<file path="src/rtl/ntt_arb_pkg.sv">
// Shared types for the NTT coefficient-memory arbiter: grant states, owner
// encoding and the read-return tag that rides the latency pipe.
package ntt_arb_pkg;

    typedef enum logic [1:0] {
        OWN_NONE = 2'd0,
        OWN_HOST = 2'd1,
        OWN_NTT  = 2'd2
    } owner_e;

    typedef enum logic [1:0] {
        IDLE   = 2'd0,
        G_HOST = 2'd1,
        G_NTT  = 2'd2
    } state_e;

    typedef struct packed {
        logic   valid;
        owner_e owner;
    } rd_tag_t;

    function automatic owner_e state_to_owner(input state_e s);
        case (s)
            G_HOST:  return OWN_HOST;
            G_NTT:   return OWN_NTT;
            default: return OWN_NONE;
        endcase
    endfunction

endpackage

</file>
<file path="src/rtl/ntt_rd_tag_pipe.sv">
// Fixed-latency tag pipe: carries {valid, owner} of each read beat so the
// returning memory data can be steered to the requester that issued it.
module ntt_rd_tag_pipe
    import ntt_arb_pkg::*;
#(
    parameter int unsigned RD_LAT = 1
) (
    input  logic    clk,
    input  logic    rst,
    input  rd_tag_t i_tag,
    output logic    o_host_rvalid,
    output logic    o_ntt_rvalid
);

    rd_tag_t r_pipe [RD_LAT];

    always_ff @(posedge clk or posedge rst) begin
        if (rst) begin
            for (int i = 0; i < int'(RD_LAT); i++) begin
                r_pipe[i] <= '0;
            end
        end else begin
            r_pipe[0] <= i_tag;
            for (int i = 1; i < int'(RD_LAT); i++) begin
                r_pipe[i] <= r_pipe[i-1];
            end
        end
    end

    assign o_host_rvalid = r_pipe[RD_LAT-1].valid && (r_pipe[RD_LAT-1].owner == OWN_HOST);
    assign o_ntt_rvalid  = r_pipe[RD_LAT-1].valid && (r_pipe[RD_LAT-1].owner == OWN_NTT);

endmodule

</file>
<file path="src/rtl/ntt_mem_arbiter.sv">
// Burst-locked arbiter sharing one single-port coefficient memory between the
// host load/unload path and the NTT engine, with priority, round-robin and
// starvation override.
module ntt_mem_arbiter
    import ntt_arb_pkg::*;
#(
    parameter int unsigned ADDR_W       = 10,
    parameter int unsigned DATA_W       = 64,
    parameter int unsigned RD_LAT       = 1,
    parameter int unsigned BURST_MAX    = 16,
    parameter int unsigned STARVE_LIMIT = 32
) (
    input  logic              clk,
    input  logic              rst,
    input  logic              i_ntt_prio,
    input  logic              i_host_req,
    input  logic              i_host_we,
    input  logic [ADDR_W-1:0] i_host_addr,
    input  logic [DATA_W-1:0] i_host_wdata,
    input  logic              i_host_last,
    output logic              o_host_gnt,
    output logic              o_host_rvalid,
    input  logic              i_ntt_req,
    input  logic              i_ntt_we,
    input  logic [ADDR_W-1:0] i_ntt_addr,
    input  logic [DATA_W-1:0] i_ntt_wdata,
    input  logic              i_ntt_last,
    output logic              o_ntt_gnt,
    output logic              o_ntt_rvalid,
    output logic [DATA_W-1:0] o_rdata,
    output logic              o_mem_en,
    output logic              o_mem_we,
    output logic [ADDR_W-1:0] o_mem_addr,
    output logic [DATA_W-1:0] o_mem_wdata,
    input  logic [DATA_W-1:0] i_mem_rdata,
    output logic [1:0]        o_owner
);

    localparam int unsigned BEAT_W   = (BURST_MAX > 1) ? $clog2(BURST_MAX) : 1;
    localparam int unsigned STARVE_W = $clog2(STARVE_LIMIT + 1);

    state_e              r_state;
    state_e              w_next_state;
    state_e              w_pick;
    owner_e              r_last_owner;
    owner_e              w_prev_owner;
    logic [BEAT_W-1:0]   r_beat_cnt;
    logic [STARVE_W-1:0] r_starve_host;
    logic [STARVE_W-1:0] r_starve_ntt;

    logic    w_host_gnt;
    logic    w_ntt_gnt;
    logic    w_beat;
    logic    w_own_last;
    logic    w_max_end;
    logic    w_burst_end;
    logic    w_abort;
    logic    w_rearb;
    logic    w_cand_host;
    logic    w_cand_ntt;
    logic    w_host_starved;
    logic    w_ntt_starved;
    rd_tag_t w_tag;

    assign w_host_gnt  = (r_state == G_HOST) && i_host_req;
    assign w_ntt_gnt   = (r_state == G_NTT)  && i_ntt_req;
    assign w_beat      = w_host_gnt || w_ntt_gnt;
    assign w_own_last  = (w_host_gnt && i_host_last) || (w_ntt_gnt && i_ntt_last);
    assign w_max_end   = w_beat && (r_beat_cnt == BEAT_W'(BURST_MAX - 1));
    assign w_burst_end = w_own_last || w_max_end;
    assign w_abort     = ((r_state == G_HOST) && !i_host_req && i_ntt_req) ||
                         ((r_state == G_NTT)  && !i_ntt_req  && i_host_req);
    assign w_rearb     = (r_state == IDLE) || w_burst_end || w_abort;

    // A request seen on a beat flagged last belongs to that beat, not to a new burst.
    assign w_cand_host = i_host_req && !(w_host_gnt && i_host_last);
    assign w_cand_ntt  = i_ntt_req  && !(w_ntt_gnt  && i_ntt_last);

    assign w_host_starved = (r_starve_host >= STARVE_W'(STARVE_LIMIT));
    assign w_ntt_starved  = (r_starve_ntt  >= STARVE_W'(STARVE_LIMIT));
    assign w_prev_owner   = (r_state == IDLE) ? r_last_owner : state_to_owner(r_state);

    // Arbitration pick: starvation, then NTT priority, then round-robin.
    always_comb begin
        w_pick = IDLE;
        if (w_cand_host && w_host_starved && !(w_cand_ntt && w_ntt_starved)) begin
            w_pick = G_HOST;
        end else if (w_cand_ntt && w_ntt_starved && !(w_cand_host && w_host_starved)) begin
            w_pick = G_NTT;
        end else if (w_cand_ntt && i_ntt_prio) begin
            w_pick = G_NTT;
        end else if (w_cand_host && w_cand_ntt) begin
            w_pick = (w_prev_owner == OWN_HOST) ? G_NTT : G_HOST;
        end else if (w_cand_host) begin
            w_pick = G_HOST;
        end else if (w_cand_ntt) begin
            w_pick = G_NTT;
        end
    end

    always_ff @(posedge clk or posedge rst) begin
        if (rst) begin
            r_state <= IDLE;
        end else begin
            r_state <= w_next_state;
        end
    end

    always_comb begin
        w_next_state = r_state;
        if (w_rearb) begin
            w_next_state = w_pick;
        end
    end

    always_ff @(posedge clk or posedge rst) begin
        if (rst) begin
            r_last_owner <= OWN_NONE;
            r_beat_cnt   <= '0;
        end else begin
            if (r_state != IDLE) begin
                r_last_owner <= state_to_owner(r_state);
            end
            if (w_rearb) begin
                r_beat_cnt <= '0;
            end else if (w_beat) begin
                r_beat_cnt <= r_beat_cnt + BEAT_W'(1);
            end
        end
    end

    // Per-requester wait counters, saturating at the starvation limit.
    always_ff @(posedge clk or posedge rst) begin
        if (rst) begin
            r_starve_host <= '0;
            r_starve_ntt  <= '0;
        end else begin
            if (w_host_gnt) begin
                r_starve_host <= '0;
            end else if (i_host_req && !w_host_starved) begin
                r_starve_host <= r_starve_host + STARVE_W'(1);
            end
            if (w_ntt_gnt) begin
                r_starve_ntt <= '0;
            end else if (i_ntt_req && !w_ntt_starved) begin
                r_starve_ntt <= r_starve_ntt + STARVE_W'(1);
            end
        end
    end

    always_comb begin
        o_mem_en    = w_beat;
        o_mem_we    = 1'b0;
        o_mem_addr  = '0;
        o_mem_wdata = '0;
        case (r_state)
            G_HOST: begin
                o_mem_we    = w_host_gnt && i_host_we;
                o_mem_addr  = i_host_addr;
                o_mem_wdata = i_host_wdata;
            end
            G_NTT: begin
                o_mem_we    = w_ntt_gnt && i_ntt_we;
                o_mem_addr  = i_ntt_addr;
                o_mem_wdata = i_ntt_wdata;
            end
            default: ;
        endcase
    end

    assign o_host_gnt = w_host_gnt;
    assign o_ntt_gnt  = w_ntt_gnt;
    assign o_owner    = state_to_owner(r_state);
    assign o_rdata    = i_mem_rdata;

    assign w_tag.valid = w_beat && !o_mem_we;
    assign w_tag.owner = state_to_owner(r_state);

    ntt_rd_tag_pipe #(
        .RD_LAT (RD_LAT)
    ) u_rd_tag_pipe (
        .clk           (clk),
        .rst           (rst),
        .i_tag         (w_tag),
        .o_host_rvalid (o_host_rvalid),
        .o_ntt_rvalid  (o_ntt_rvalid)
    );

endmodule

</file>
<file path="config.mk">
export PLATFORM = sky130hd
export DESIGN_NAME = ntt_mem_arbiter
export DESIGN_NICKNAME = d
export VERILOG_FILES = /design/src/rtl/ntt_arb_pkg.sv /design/src/rtl/ntt_rd_tag_pipe.sv /design/src/rtl/ntt_mem_arbiter.sv
export SDC_FILE = /design/constraint.sdc
export NUM_CORES = 1
export LEC_CHECK = 0
export BUFFER_PORTS_ARGS = -buffer_cell sky130_fd_sc_hd__buf_2
export CAP_MARGIN = 15
export CELL_PAD_IN_SITES_DETAIL_PLACEMENT = 0
export CELL_PAD_IN_SITES_GLOBAL_PLACEMENT = 1
export CORE_AREA = 2 2 142 144
export DETAILED_ROUTE_END_ITERATION = 16
export DIE_AREA = 0 0 144 146
export GPL_TIMING_DRIVEN = 0
export MAX_ROUTING_LAYER = met4
export PLACE_DENSITY_LB_ADDON = 0.1
export RECOVER_POWER = 25
export SYNTH_ARGS = -nofsm -noshare
export SYNTH_HDL_FRONTEND = slang
export SYNTH_SLANG_ARGS = --single-unit
</file>
<file path="constraint.sdc">
create_clock -name clk -period 2.8 [get_ports clk]
set_input_delay 0.14 -clock clk [delete_from_list [all_inputs] [get_ports clk]]
set_output_delay 0.14 -clock clk [all_outputs]
set_load 0.05 [all_outputs]
</file>
; Word level (Yosys, flattened, before mapping)
; Cells that the tools add are included.
[classes]
add_sub_neg = 3
n_lt_le_gt_ge = 2
eq_ne = 6
mux = 18
n_reduce_logical = 44
[op_table]
columns = operator, count
row1 = $pmux W64 S2, 1
row2 = $logic_and A1 B1 Y1, 24
row3 = $mux W6, 4
row4 = $pmux W10 S2, 1
row5 = $mux W2, 8
row6 = $add A6 B1 Y6 const B, 2
row7 = $ge A6 B6 Y1 const B, 2
row8 = $logic_not A1 Y1, 9
row9 = $mux W4, 2
row10 = $reduce_bool A2 Y1, 4
row11 = $eq A2 B1 Y1 const B, 3
row12 = $logic_or A1 B1 Y1, 6
row13 = $add A4 B1 Y4 const B, 1
row14 = $eq A2 B2 Y1 const B, 2
row15 = $eq A4 B4 Y1 const B, 1
row16 = $pmux W2 S2, 1
row17 = $logic_not A2 Y1, 1
row18 = $pmux W1 S2, 1
[totals]
reg_bits = 23
in_bits = 221
output_inout_bits = 146
word_cells = 80

; Depth between registers and ports, before layout
[depth]
depth_word = 11
mapped_depth = 8
mapped_depth_nobuf = 7

; Hierarchy
; Synthesis repeated with hierarchy kept, for this count alone.
[hier_totals]
hier_cells = 366
hier_area_um2 = 2862.7
[modules_own_cells]
columns = mod, instances, cells_each, area_each_um2, seq_area_each_um2
row1 = ntt_mem_arbiter, 1, 360, 2766.4, 500.5
row2 = ntt_rd_tag_pipe, 1, 6, 96.3, 75.1

; Least setup slack after synthesis
; Ideal clock, no wire load.
[synth_timing]
path_type = register to register
from = reg r_state[0]
to = reg u_rd_tag_pipe.r_pipe[2] in the netlist's numbering
arrival_time_ns = 2.283
required_ns = 2.637
slack_ns = 0.354
stages_incl_launch_ff = 8
n_path_buf = 1
period_less_slack_ns = 2.446
path_cell_list = dfrtp_1 > inv_1 > ha_1 > buf_2 > and2_1 > nand2_1 > a21boi_1 > nor2_1
[synth_lines]
columns = item, line
row1 = start: declaration, ntt_mem_arbiter.sv:42  ; state_e r_state;
row2 = start signal: assignment, ntt_mem_arbiter.sv:105  ; r_state <= w_next_state;
row3 = end signal: indexed assignment, ntt_rd_tag_pipe.sv:25  ; r_pipe[i] <= r_pipe[i-1];
row4 = end: declaration, ntt_rd_tag_pipe.sv:15  ; rd_tag_t r_pipe [RD_LAT];

; Worst setup path in the final report
[layout_timing]
from = reg r_state[1]
to = out o_mem_wdata[49]
[layout_between]
elab_chain_cells = 2
elab_cells_between_ends = 3
cone_classes = 2 x eq/ne / 1 x mux
[layout_rtl]
columns = item, line
row1 = $eq A2 B2 Y1 or $eq A2 B1 Y1 (tied branches), ntt_mem_arbiter.sv:156  ; case (r_state)
row2 = $pmux W64 S2 *, ntt_mem_arbiter.sv:156
row3 = end: declaration, ntt_mem_arbiter.sv:34  ; output logic [DATA_W-1:0] o_mem_wdata,
; Every way passes the cells marked *; elsewhere a longest branch is shown, timed or not.

==> metrics.md <==
| Metric | Value |
|---|---|
| Clock slew at reported path FFs | 0.06 ns |
| Fraction of power consumed by the clock network | 0.060 |
| Total clock buffers created by CTS | 3 |
| Synthesized Nets | 610 |
| Leakage | 2.48 nW |
| Antenna violation net count after detailed routing | 0 |
| DR WL/cell | 16.0 um |
| FILL cells | roughly 2,300 |
| Final Worst Setup Slack | 0.292 ns |
| Floorplan die area | between 20,000 and 25,000 um2 |
| Final clock period utilization by the worst path | 0.896 |
| Top-level I/O count | roughly 370 |
| CTS HTree Levels | 1 |
| Layout cell share with drive strength beyond 1 | 0.499 |
| Total number of vias | around 3,800 |
| Min cycle time layout | around 2.5 ns |
| Setup violation total in the final timing report | 0 |
| Crit Path Category | reg -> out |
| Worst setup EP type | output port |
| Setup slack on the worst flop-to-flop path | 0.79 ns |
| All-layer global routing usage | 0.139 |
| Synthesized instance count | about 380 |
| Maximum clock frequency | approximately 0.40 GHz |
| Total DRC errors in the routed layout | 0 |
| Number of design-rule violations left by the first detailed-router iteration | 95 |
| Die extent in x | 144 um |
| Worst-case reg-to-reg path depth | 8 |
| Critical path's top delay family | buffers and inverters |
| Initial Util | 0.153 |
| Via count of the first global-routing pass | 3,905 |
| Minimum setup slack after placement | 0.307 ns |
| Seq cells post-synth | 23 |
| Number of maximum-capacitance constraint violations | 0 |
| Insertion delay of the later-clocked pin in the worst-skew pair | 0.26 ns |
| Startpoint Class | register |
| Combinational Power Share | 0.836 |
| Post-CTS Setup Inserts | 0 |
| Number of antenna violations at the first check in global routing | 3 |
| Power per standard cell area | 1120 nW/um2 |
| Final-stage net count | slightly above 900 |
| Layout overhead on the synthesized area | 62.8% |
| Detail-routed via count per cell | 4.01 |
| Sink count of the clock tree | 23 |
| Maximum number of buffers from clock root to sink | 2 |
| Number of max-slew violations in the final report | 0 |
| Weighted congestion reported at the end of routability-driven placement | roughly 0.8 |
| Number of hold buffers added after cts | 0 |
| Core area | 19,300 um2 |
| Switching power total | 3.41 mW |
| Worst IR Drop VDD | 0.374 mV |
| Final HPWL from detailed placement | 13,200 um |
| Largest fanout on the critical path | 10 |
| Congestion Overflow GR | 0 |
| Crit path largest cell delay | 0.42 ns |
| Most frequent standard cell in the layout excluding fill and tap cells | buf_2 |
| Iteration count of the initial detailed-routing pass | 4 |
| Setup Total Neg Slack | 0 ns |
| Multi-input logic area | about 1700 um2 |
| Worst slew pin tran | 0.983 ns |
| Area of the mapped netlist | 2960 um2 |
| Switching fraction of total power | 0.634 |
| Commonest non-fill, non-tap cells in the layout | buf_2, nor2b_1, a22oi_1, buf_4, clkbuf_1 |
| Sequential standard cell area | 576 um2 |
| Crit path buf inv count | 5 |
| Synth unique cells | 38 |
| CP most frequent cell | buf_2 |
| RSZ-0062 raised after global routing | no |
| Buffers added on ports | 301 |
| Post-detailed-routing wire length | approximately 15,000 um |
| Maximum number of pins on one net before global-route repair | 24 |
| Arrival time reported for the critical path endpoint | 2.37 ns |
| Reg-to-reg endpoint | r_starve_host[0]$_DFFE_PP0P_ |
| Wire length of the first global-routing pass | 22,100 um |
| Worst rel slew slack | 0.344 |
| CP Cell Sequence | inv_1 > ha_1 > buf_6 > buf_2 > buf_2 > a22oi_1 > nor2b_1 > buf_2 |
| Final number of hold-violating endpoints | 0 |
| Seq/Total Area, Yosys | 0.194 |
| Worst EP required | ~2.7 ns |
| Average instance area after synthesis | 7.82 um2 |
| Slowest stage cell, crit path | dfrtp_1 |
| Worst reg2reg path startpoint | r_state[1]$_DFFE_PP0P_ |
| Total internal power | slightly below 2 mW |
| Number of warnings issued by yosys | 0 |
| Row count | 51 |
| Hold crit path type | in -> async |
| TritonCTS clock tree | built |
| Outcome | finished, final reports clean |
| Sequential group share of total power | 0.104 |
| Clock tree root buffer cell | clkbuf_16 |
| Clock Skew | between 0.005 and 0.006 ns |
| Y dimension of the die | 146 um |
| CTS resizes | 0 |
[Yosys cell counts]
| master | number | area [um2] |
|---|---|---|
| nand3_4 | 1 | 17.5 |
| a21oi_1 | 2 | 10.0 |
| nand3_1 | 9 | 45.0 |
| and2_1 | 2 | 12.5 |
| a31oi_1 | 1 | 6.26 |
| buf_4 | 67 | 503 |
| nor2b_1 | 80 | 500 |
| nand4_1 | 1 | 6.26 |
| xnor2_1 | 1 | 8.76 |
| xor2_1 | 2 | 17.5 |
| a41oi_1 | 3 | 26.3 |
| o21ai_1 | 1 | 5.00 |
| nor2_1 | 7 | 26.3 |
| a22oi_2 | 1 | 12.5 |
| buf_6 | 1 | 11.3 |
| a31o_1 | 1 | 8.76 |
| a21o_1 | 1 | 7.51 |
| dfrtp_1 | 23 | 576 |
| clkbuf_1 | 17 | 63.8 |
| nand2b_1 | 5 | 31.3 |
| o22ai_1 | 3 | 18.8 |
| a22o_1 | 2 | 17.5 |
| inv_1 | 15 | 56.3 |
| buf_2 | 9 | 45.0 |
| a21boi_1 | 1 | 7.51 |
| nand2_1 | 14 | 52.6 |
| nor3b_1 | 1 | 7.51 |
| o41ai_2 | 1 | 16.3 |
| a22oi_1 | 74 | 556 |
| mux2i_1 | 2 | 20.0 |
| mux2_2 | 2 | 22.5 |
| o21ai_0 | 11 | 55.1 |
| o31ai_1 | 3 | 22.5 |
| inv_2 | 1 | 3.75 |
| o21a_2 | 1 | 8.76 |
| mux2_4 | 1 | 15.0 |
| ha_1 | 10 | 125 |
| and3b_1 | 2 | 17.5 |
[kinds of logic (layout without fill, tap and decap cells)]
group | count (synthesis) | after routing | share of synthesized area
DFF | 23 | 23 | 0.194
xor gates and xnor gates | 3 | 3 | 0.00887
AOI/OAI and AO/OA | 106 | 106 | 0.263
and+or+nand+nor | 122 | 122 | 0.242
adders and majority gates | 10 | 10 | 0.0422
muxes | 5 | 5 | 0.0194
buffers and inverters | 110 | 414 | 0.231
other | 0 | 3 | 0
[worst max path at each step]
stage                            from                                end  slack (ns)  cells past startpoint
2_1_floorplan  r_state[0]$_DFFE_PP0P_  u_rd_tag_pipe.r_pipe[2]$_DFF_PP0_        0.35                      7
6_report       r_state[1]$_DFFE_PP0P_                    o_mem_wdata[49]        0.29                      8
3_3_place_gp   r_state[1]$_DFFE_PP0P_                    o_mem_wdata[45]        0.41                      6
3_5_place_dp   r_state[1]$_DFFE_PP0P_                    o_mem_wdata[46]        0.31                      6
4_1_cts        r_state[1]$_DFFE_PP0P_                    o_mem_wdata[46]        0.02                      6
5_1_grt        r_state[1]$_DFFE_PP0P_                    o_mem_wdata[49]         0.1                      8
[area by class of cell]
class | instances | share of cell area
plain buffers | 93 | 0.128
inverters | 16 | 0.0125
multi-input cells | 246 | 0.353
well taps | 265 | 0.0687
clock buffers | 4 | 0.0163
diodes | 3 | 0.00156
flip-flops and latches | 23 | 0.119
repair buffers | 301 | 0.300
[power by group through the flow]
stage	combinational [mW]	sequential [mW]	clock [mW]
after floorplan	3.44	0.535	0
after global routing	4.85	0.582	0.347
after global placement	4.59	0.559	0
after detailed placement	4.61	0.567	0
final	4.50	0.561	0.323
after CTS	4.62	0.560	0.331
[metal layers]
layer	wire length (um)	GRT usage	part of all wire	vias to the layer above
met1	5420	0.143	0.36	1775
met5	0	-	0	-
met4	183	0.0235	0.012	0
met2	8460	0.267	0.56	155
li1	-	-	-	1868
met3	1130	0.0342	0.074	13
[worst reg2reg max path, stage by stage (launching register included)]
cell and delay [ns]:
dfrtp_1 0.42, inv_1 0.12, ha_1 0.25, buf_6 0.19, buf_2 0.29, buf_2 0.32, o21ai_0 0.16, nand2_1 0.09
o21ai_0 0.07
[metrics by stage]
step	cell area (um2)	power, mW	utilization	std cells	hold slack (ns)
after floorplan	2960	3.97	-	379	0.142
after global placement	4800	5.15	0.248	945	0.412
after detailed placement	4800	5.18	0.248	945	0.415
after CTS	4880	5.51	0.252	949	0.141
after global routing	4820	5.77	0.249	951	0.181
final	4820	5.38	0.249	951	0.100
[flip-flops by register name (all words and copies together), names as in the netlist]
register              flops
r_last_owner              2
r_beat_cnt                4
r_state                   2
u_rd_tag_pipe.r_pipe      3
r_starve_ntt              6
r_starve_host             6
No activity file was read; power rests on OpenSTA's default activity.
